--- src/rtl/axil_csr_slave_if.sv ---
// AXI-Lite bus bundle between the device-side master bridge and the CSR slave.
// valid/ready: a beat transfers on a rising clk edge where both are high; valid never waits on ready.
interface axil_csr_slave_if #(
  parameter int AXI_ADDR_WIDTH = 32
) ();
  logic [AXI_ADDR_WIDTH-1:0] awaddr;
  logic                      awvalid;
  logic                      awready;
  logic [31:0]               wdata;
  logic [3:0]                wstrb;
  logic                      wvalid;
  logic                      wready;
  logic [1:0]                bresp;
  logic                      bvalid;
  logic                      bready;
  logic [AXI_ADDR_WIDTH-1:0] araddr;
  logic                      arvalid;
  logic                      arready;
  logic [31:0]               rdata;
  logic [1:0]                rresp;
  logic                      rvalid;
  logic                      rready;

  modport slave (
    input  awaddr, awvalid, wdata, wstrb, wvalid, bready, araddr, arvalid, rready,
    output awready, wready, bresp, bvalid, arready, rdata, rresp, rvalid
  );

  modport master (
    output awaddr, awvalid, wdata, wstrb, wvalid, bready, araddr, arvalid, rready,
    input  awready, wready, bresp, bvalid, arready, rdata, rresp, rvalid
  );
endinterface

--- src/rtl/axil_csr_slave.sv ---
// AXI-Lite CSR register file: one-entry AW/W buffers, independent read channel,
// RW control registers with per-register write pulses and RO status pass-through.
module axil_csr_slave #(
  parameter int                        AXI_ADDR_WIDTH = 32,
  parameter int                        AXI_DATA_WIDTH = 32,
  parameter int                        N_REGS         = 16,
  parameter logic [AXI_ADDR_WIDTH-1:0] BASE_ADDR      = '0,
  parameter logic [N_REGS-1:0]         RO_MASK        = '0
) (
  input  logic                 clk,
  input  logic                 rst_n,
  axil_csr_slave_if.slave      s_axi,
  output logic [N_REGS*32-1:0] csr_q,
  output logic [N_REGS-1:0]    csr_wr_o,
  input  logic [N_REGS*32-1:0] status_i
);
  localparam int                        IDX_W       = $clog2(N_REGS);
  localparam logic [AXI_ADDR_WIDTH-1:0] SPAN        = AXI_ADDR_WIDTH'(N_REGS * 4);
  localparam logic [1:0]                RESP_OKAY   = 2'b00;
  localparam logic [1:0]                RESP_SLVERR = 2'b10;

  if (AXI_DATA_WIDTH != 32) begin : g_bad_width
    $error("axil_csr_slave only supports a 32-bit data bus");
  end

  logic                      aw_full_q, w_full_q;
  logic [AXI_ADDR_WIDTH-1:0] awaddr_q;
  logic [31:0]               wdata_q;
  logic [3:0]                wstrb_q;
  logic                      bvalid_q, rvalid_q;
  logic [1:0]                bresp_q, rresp_q;
  logic [31:0]               rdata_q;
  logic [31:0]               regs_q [N_REGS];
  logic [N_REGS-1:0]         csr_wr_q;

  logic [31:0]               status_w [N_REGS];
  logic [AXI_ADDR_WIDTH-1:0] aw_off, ar_off;
  logic [IDX_W-1:0]          aw_idx, ar_idx;
  logic                      aw_in_range, ar_in_range;
  logic                      wr_ok, commit, aw_hs, w_hs, ar_hs;
  logic [31:0]               rd_word;

  // Addresses below BASE_ADDR wrap to a large offset and fall out of range.
  assign aw_off      = awaddr_q - BASE_ADDR;
  assign ar_off      = s_axi.araddr - BASE_ADDR;
  assign aw_idx      = aw_off[IDX_W+1:2];
  assign ar_idx      = ar_off[IDX_W+1:2];
  assign aw_in_range = aw_off < SPAN;
  assign ar_in_range = ar_off < SPAN;

  assign wr_ok  = aw_in_range & ~RO_MASK[aw_idx];
  assign commit = aw_full_q & w_full_q & ~bvalid_q;
  assign aw_hs  = s_axi.awvalid & ~aw_full_q;
  assign w_hs   = s_axi.wvalid & ~w_full_q;
  assign ar_hs  = s_axi.arvalid & ~rvalid_q;

  assign s_axi.awready = ~aw_full_q;
  assign s_axi.wready  = ~w_full_q;
  assign s_axi.bvalid  = bvalid_q;
  assign s_axi.bresp   = bresp_q;
  assign s_axi.arready = ~rvalid_q;
  assign s_axi.rvalid  = rvalid_q;
  assign s_axi.rdata   = rdata_q;
  assign s_axi.rresp   = rresp_q;
  assign csr_wr_o      = csr_wr_q;

  always_comb begin
    csr_q = '0;
    for (int i = 0; i < N_REGS; i++) begin
      status_w[i]       = status_i[32*i +: 32];
      csr_q[32*i +: 32] = RO_MASK[i] ? 32'h0 : regs_q[i];
    end
  end

  always_comb begin
    rd_word = '0;
    if (ar_in_range) begin
      rd_word = RO_MASK[ar_idx] ? status_w[ar_idx] : regs_q[ar_idx];
    end
  end

  always_ff @(posedge clk or negedge rst_n) begin
    if (!rst_n) begin
      aw_full_q <= 1'b0;
      w_full_q  <= 1'b0;
      awaddr_q  <= '0;
      wdata_q   <= '0;
      wstrb_q   <= '0;
      bvalid_q  <= 1'b0;
      bresp_q   <= RESP_OKAY;
      csr_wr_q  <= '0;
    end else begin
      csr_wr_q <= '0;
      if (aw_hs) begin
        aw_full_q <= 1'b1;
        awaddr_q  <= s_axi.awaddr;
      end else if (commit) begin
        aw_full_q <= 1'b0;
      end
      if (w_hs) begin
        w_full_q <= 1'b1;
        wdata_q  <= s_axi.wdata;
        wstrb_q  <= s_axi.wstrb;
      end else if (commit) begin
        w_full_q <= 1'b0;
      end
      if (commit) begin
        bvalid_q <= 1'b1;
        bresp_q  <= wr_ok ? RESP_OKAY : RESP_SLVERR;
        if (wr_ok) csr_wr_q[aw_idx] <= 1'b1;
      end else if (bvalid_q && s_axi.bready) begin
        bvalid_q <= 1'b0;
      end
    end
  end

  always_ff @(posedge clk or negedge rst_n) begin
    if (!rst_n) begin
      for (int i = 0; i < N_REGS; i++) regs_q[i] <= '0;
    end else if (commit && wr_ok) begin
      for (int b = 0; b < 4; b++) begin
        if (wstrb_q[b]) regs_q[aw_idx][8*b +: 8] <= wdata_q[8*b +: 8];
      end
    end
  end

  // Read samples regs_q before any same-edge commit lands, so it sees the old value.
  always_ff @(posedge clk or negedge rst_n) begin
    if (!rst_n) begin
      rvalid_q <= 1'b0;
      rdata_q  <= '0;
      rresp_q  <= RESP_OKAY;
    end else if (ar_hs) begin
      rvalid_q <= 1'b1;
      rdata_q  <= rd_word;
      rresp_q  <= ar_in_range ? RESP_OKAY : RESP_SLVERR;
    end else if (rvalid_q && s_axi.rready) begin
      rvalid_q <= 1'b0;
    end
  end
endmodule

--- src/flat_wrapper.sv ---
// flat-port wrapper written by rule: the top's interface ports become plain ports
module axil_csr_slave_flat 
#(
  parameter int                        AXI_ADDR_WIDTH = 32,
  parameter int                        AXI_DATA_WIDTH = 32,
  parameter int                        N_REGS         = 16,
  parameter logic [AXI_ADDR_WIDTH-1:0] BASE_ADDR      = '0,
  parameter logic [N_REGS-1:0]         RO_MASK        = '0
)
  (clk, rst_n, csr_q, csr_wr_o, status_i, s_axi_awaddr, s_axi_awvalid, s_axi_wdata, s_axi_wstrb, s_axi_wvalid, s_axi_bready, s_axi_araddr, s_axi_arvalid, s_axi_rready, s_axi_awready, s_axi_wready, s_axi_bresp, s_axi_bvalid, s_axi_arready, s_axi_rdata, s_axi_rresp, s_axi_rvalid);
  axil_csr_slave_if #(.AXI_ADDR_WIDTH(AXI_ADDR_WIDTH)) s_axi_i ();
  input  logic clk;
  input  logic rst_n;
  output logic [N_REGS*32-1:0] csr_q;
  output logic [N_REGS-1:0] csr_wr_o;
  input  logic [N_REGS*32-1:0] status_i;
  input wire logic [$bits(s_axi_i.awaddr)-1:0] s_axi_awaddr;
  input wire logic [$bits(s_axi_i.awvalid)-1:0] s_axi_awvalid;
  input wire logic [$bits(s_axi_i.wdata)-1:0] s_axi_wdata;
  input wire logic [$bits(s_axi_i.wstrb)-1:0] s_axi_wstrb;
  input wire logic [$bits(s_axi_i.wvalid)-1:0] s_axi_wvalid;
  input wire logic [$bits(s_axi_i.bready)-1:0] s_axi_bready;
  input wire logic [$bits(s_axi_i.araddr)-1:0] s_axi_araddr;
  input wire logic [$bits(s_axi_i.arvalid)-1:0] s_axi_arvalid;
  input wire logic [$bits(s_axi_i.rready)-1:0] s_axi_rready;
  output wire logic [$bits(s_axi_i.awready)-1:0] s_axi_awready;
  output wire logic [$bits(s_axi_i.wready)-1:0] s_axi_wready;
  output wire logic [$bits(s_axi_i.bresp)-1:0] s_axi_bresp;
  output wire logic [$bits(s_axi_i.bvalid)-1:0] s_axi_bvalid;
  output wire logic [$bits(s_axi_i.arready)-1:0] s_axi_arready;
  output wire logic [$bits(s_axi_i.rdata)-1:0] s_axi_rdata;
  output wire logic [$bits(s_axi_i.rresp)-1:0] s_axi_rresp;
  output wire logic [$bits(s_axi_i.rvalid)-1:0] s_axi_rvalid;
  assign s_axi_i.awaddr = s_axi_awaddr;
  assign s_axi_i.awvalid = s_axi_awvalid;
  assign s_axi_i.wdata = s_axi_wdata;
  assign s_axi_i.wstrb = s_axi_wstrb;
  assign s_axi_i.wvalid = s_axi_wvalid;
  assign s_axi_i.bready = s_axi_bready;
  assign s_axi_i.araddr = s_axi_araddr;
  assign s_axi_i.arvalid = s_axi_arvalid;
  assign s_axi_i.rready = s_axi_rready;
  assign s_axi_awready = s_axi_i.awready;
  assign s_axi_wready = s_axi_i.wready;
  assign s_axi_bresp = s_axi_i.bresp;
  assign s_axi_bvalid = s_axi_i.bvalid;
  assign s_axi_arready = s_axi_i.arready;
  assign s_axi_rdata = s_axi_i.rdata;
  assign s_axi_rresp = s_axi_i.rresp;
  assign s_axi_rvalid = s_axi_i.rvalid;
  axil_csr_slave #(.AXI_ADDR_WIDTH(AXI_ADDR_WIDTH), .AXI_DATA_WIDTH(AXI_DATA_WIDTH), .N_REGS(N_REGS), .BASE_ADDR(BASE_ADDR), .RO_MASK(RO_MASK)) u_core (.clk(clk), .rst_n(rst_n), .s_axi(s_axi_i), .csr_q(csr_q), .csr_wr_o(csr_wr_o), .status_i(status_i));
endmodule
--- config.mk ---
export PLATFORM = sky130hd
export DESIGN_NAME = axil_csr_slave_flat
export DESIGN_NICKNAME = d
export VERILOG_FILES = /design/src/rtl/axil_csr_slave_if.sv /design/src/rtl/axil_csr_slave.sv /design/src/flat_wrapper.sv
export SDC_FILE = /design/constraint.sdc
export NUM_CORES = 1
export LEC_CHECK = 0
export BUFFER_PORTS_ARGS = -buffer_cell sky130_fd_sc_hd__buf_2
export CORE_AREA = 8 8 453 455
export DETAILED_ROUTE_END_ITERATION = 7
export DIE_AREA = 0 0 461 463
export REMOVE_ABC_BUFFERS = 1
export SETUP_SLACK_MARGIN = 0.5
export SLEW_MARGIN = 0
export SYNTH_ARGS = -nofsm -noshare
export SYNTH_HDL_FRONTEND = slang
export SYNTH_SLANG_ARGS = --single-unit
--- constraint.sdc ---
create_clock -name clk -period 4.13 [get_ports clk]
set_input_delay 0.826 -clock clk [delete_from_list [all_inputs] [get_ports clk]]
set_output_delay 0.826 -clock clk [all_outputs]
set_load 0.005 [all_outputs]
==> results by stage <==
Run status:
- The flow ran to the end, and the final reports show no timing, DRC or antenna violations.

Route:
- The detailed router placed 21110 vias in this run.
- The via-per-instance ratio is 3.863.
- The first routing iteration left 1574 violations.
- The number of optimization iterations in the first detailed-route pass is 8.
- The antenna violation net count after detailed routing is 0.
- After detailed routing, the number of remaining DRC violations is 0.
- Summed over all layers, the routed wires come to 145.3 mm.
- The routed length per instance is 26.60 um.

Yosys:
- In this run, distinct cell masters in the synthesized netlist total 44.
- The top cell type by area accounts for 54.45% of the synthesized area.
- Counting every instance in the synthesized netlist gives 1998.
- The number of flops mapped to enable cells by yosys is 0.
- In the post-synthesis netlist, the cell with the most instances is sky130_fd_sc_hd__dfrtp_1.
- In this run, synthesis produced a sequential element count of 632.
- A synthesized cell averages 14.54 sq um.
- After synthesis, the cell types taking the most area are sky130_fd_sc_hd__dfrtp_1, sky130_fd_sc_hd__mux2_2, sky130_fd_sc_hd__mux2i_1.
- Of all cell types, the one taking the most synthesized area is sky130_fd_sc_hd__dfrtp_1.
- The synthesized cell area is 29050 sq um.
- Counting flops with an async set or reset pin after synthesis yields a share of 100.0%.
- The number of warning messages in the yosys log is 0.
- Among all flip-flop cells after synthesis, the most frequent one is sky130_fd_sc_hd__dfrtp_1.
- By count the netlist is led by sky130_fd_sc_hd__dfrtp_1, sky130_fd_sc_hd__mux2_2, sky130_fd_sc_hd__mux2i_1, sky130_fd_sc_hd__nand2_1, sky130_fd_sc_hd__clkbuf_1.
- The sequential cell area fraction in the yosys report is 54.45%.

STA:
- For the finished layout, the period the worst path requires is 3.307 ns.
- The final critical-path share of the clock period is 80.07%.
- Across all setup checks in the final design, the least slack found is 0.8233 ns.
- Setup violations remaining at the end of the flow were counted as 0.
- The number of endpoints with negative hold slack in the final report is 0.
- At the pin with the least slew margin, the transition time is 1.022 ns.
- The worst clock skew on the final layout is 0.05177 ns.
- The number of max-slew violations in the final report is 0.
- The maximum clock frequency is 302.4 MHz.
- Setup repair after global routing left no endpoint under its margin.
- In this run the tightest slew margin relative to its limit is 31.89%.

GRT:
- The first-pass GRT wire length is 195.1 mm.
- The initial antenna violation count is 26.
- The overall global routing resource usage is 13.10%.
- The largest net degree at the start of global routing is 81.
- Global routing finished with a remaining overflow of 0.
- The via count of the first global-routing pass is 22060.

Place:
- Routability-driven placement finished with a final weighted congestion of 0.8322.
- The HPWL after detailed placement is 112.3 mm.
- Port buffering added 669 buffers.
- The placed instances occupy a cell area of 36330 sq um.
- The pre-CTS setup slack is 0.7621 ns.

Pwr:
- The largest vdd supply drop is 348.6 uV.
- Dividing total power by cell area gives a power density of 434.5 nW/um^2.
- For this design the static power due to leakage is 19.89 nW.

Critical path:
- For this run, the slowest stage of the critical path takes 0.94 ns.
- The kind of critical path is reg -> reg.
- The critical path required time is 4.70 ns.
- The worst setup path is launched from a register.
- For this design, the slowest cell found on the critical path is sky130_fd_sc_hd__nor3_4.
- STA classifies the critical path endpoint as a register.
- Walking the worst path, the cells encountered are nor4_4 > nand4_4 > nor3_4 > mux2_2.
- Data arrives at the worst endpoint at 3.87 ns.
- In this run the worst path has a maximum fanout of 13.

Clock network:
- Buffers inserted to repair hold after CTS numbered 0.
- The later pin in the worst-skew pair is clocked with a latency of 0.71 ns.
- TritonCTS created 80 clock buffers.
- The number of clock sinks is 632.
- The number of buffers between clock root and the deepest sink is 3.
- The count of buffers added by post-CTS timing repair for setup is 0.
- The H-tree was split into 3 levels.
- TritonCTS built the clock tree.
- Clock-pin slew was measured on the worst setup and hold paths at 0.06 ns.
- The tree is rooted in a sky130_fd_sc_hd__clkbuf_16.
- The count of cells resized by post-cts repair is 0.

Floorplan:
- The die width is 461 um.
- The floorplan die height is 463 um.
- The number of standard-cell rows in the floorplan is 164.
- The floorplan step defined a die boundary enclosing 213400 sq um.
- The core region is 198200 sq um.
- The top-level I/O count is 1188.
- The initial standard-cell utilization of the core is 14.65%.

Job:
- The number of max-cap violations is 0.

Layout:
- The layout overhead on the synthesized area is 34.69%.
- The share of layout cells above drive strength 1 is 57.38%.
- In the final design database the tool counted 3353 nets.
- The post-layout instance area is 39120 sq um.

Min path:
- The path class of the tightest hold or removal check is in -> async.
[cell usage in the layout, fill, tap and decap left out, drive strengths merged]
cell,n
a21boi,1
a21o,1
a21oi,30
a221oi,30
a22oi,60
and2,1
and3b,1
and4,1
buf,782
bufinv,4
clkbuf,114
clkinv,17
clkinvlp,3
conb,2
dfrtp,632
diode,9
inv,18
mux2,577
mux2i,180
mux4,40
nand2,78
nand2b,4
nand3,8
nand4,6
nor2,19
nor2b,36
nor3,52
nor4,29
nor4b,33
o21a,1
o21ai,4
o22ai,30
or2,2
or4,2
or4b,1
[worst max-delay path: cells and delay by family (launching register included)]
kind | cells | cell delay [ns]
flops | 1 | 0.41
mux | 1 | 0.42
simple gates | 3 | 2.29
[area by class of cell]
type	instances	area (sq um)
Antenna cell	9	22.52
Clock buffer	114	2321
Clock inverter	33	445.4
Fill cell	21520	159100
Inverter	9	33.78
Multi-Input combinational cell	1229	12710
Sequential cell	632	15820
Tap cell	2656	3323
Timing Repair Buffer	782	4451
[flip-flops by register name, summed over array words and instances, names as in the netlist]
register / flops
u_core.s_axi.rvalid: 1
u_core.csr_q: 512
u_core.wstrb_q: 4
u_core.w_full_q: 1
u_core.wdata_q: 32
u_core.s_axi.rresp: 1
u_core.s_axi.bvalid: 1
u_core.awaddr_q: 30
u_core.s_axi.rdata: 32
u_core.csr_wr_o: 16
u_core.s_axi.bresp: 1
u_core.aw_full_q: 1
[metrics by stage]
step	hold WS, ns	setup TNS, ns	utilization [%]	power (W)	cells
after global routing	0.08867	0	19.73	0.01772	5460
after detailed placement	0.4766	0	18.33	0.009905	5308
after CTS	0.06207	0	19.73	0.01736	5455
after floorplan	0.4733	-1568.61	-	0.008145	1870
after global placement	0.4676	0	18.33	0.009840	5308
final	0.09407	0	19.74	0.01700	5464
[logic make-up after synthesis]
| logic type | share of synthesized area [%] |
|---|---|
| AO/OA/AOI/OAI | 3.765 |
| buffers and inverters | 1.981 |
| flip-flops | 54.45 |
| multiplexers | 31.98 |
| other | 0.01291 |
| AND/OR/NAND/NOR | 7.810 |
[where the power goes]
part           total, W  switching, W  internal [W]
Clock           0.00730       0.00306       0.00424
Sequential      0.00784       0.00132       0.00652
Combinational   0.00185       0.00118      0.000673
Total            0.0170       0.00556        0.0114
[routing by layer]
layer | wire (um) | track usage (%) | vias up
met5 | 0 | 0 | -
met4 | 6693 | 5.605 | 0
met3 | 9230 | 2.902 | 216
met2 | 71680 | 22.57 | 899
li1 | - | - | 8955
met1 | 57730 | 15.65 | 11040
[worst paths after layout]
kind | startpoint | endpoint | slack [ns] | cells past startpoint
max in group asynchronous | rst_n | u_core.csr_q[55] | 2.92 | 3
worst min register to register | u_core.s_axi.rdata[30] | u_core.s_axi.rdata[30] | 0.48 | 2
worst max register to register | u_core.awaddr_q[18] | u_core.csr_q[337] | 0.82 | 4
worst min-delay path | rst_n | u_core.csr_q[27] | 0.09 | 1
min in group clk | s_axi_rready | u_core.s_axi.rvalid | 0.29 | 2
worst max-delay path | u_core.awaddr_q[18] | u_core.csr_q[337] | 0.82 | 4
Note: power is estimated with default switching activity, not from simulation.
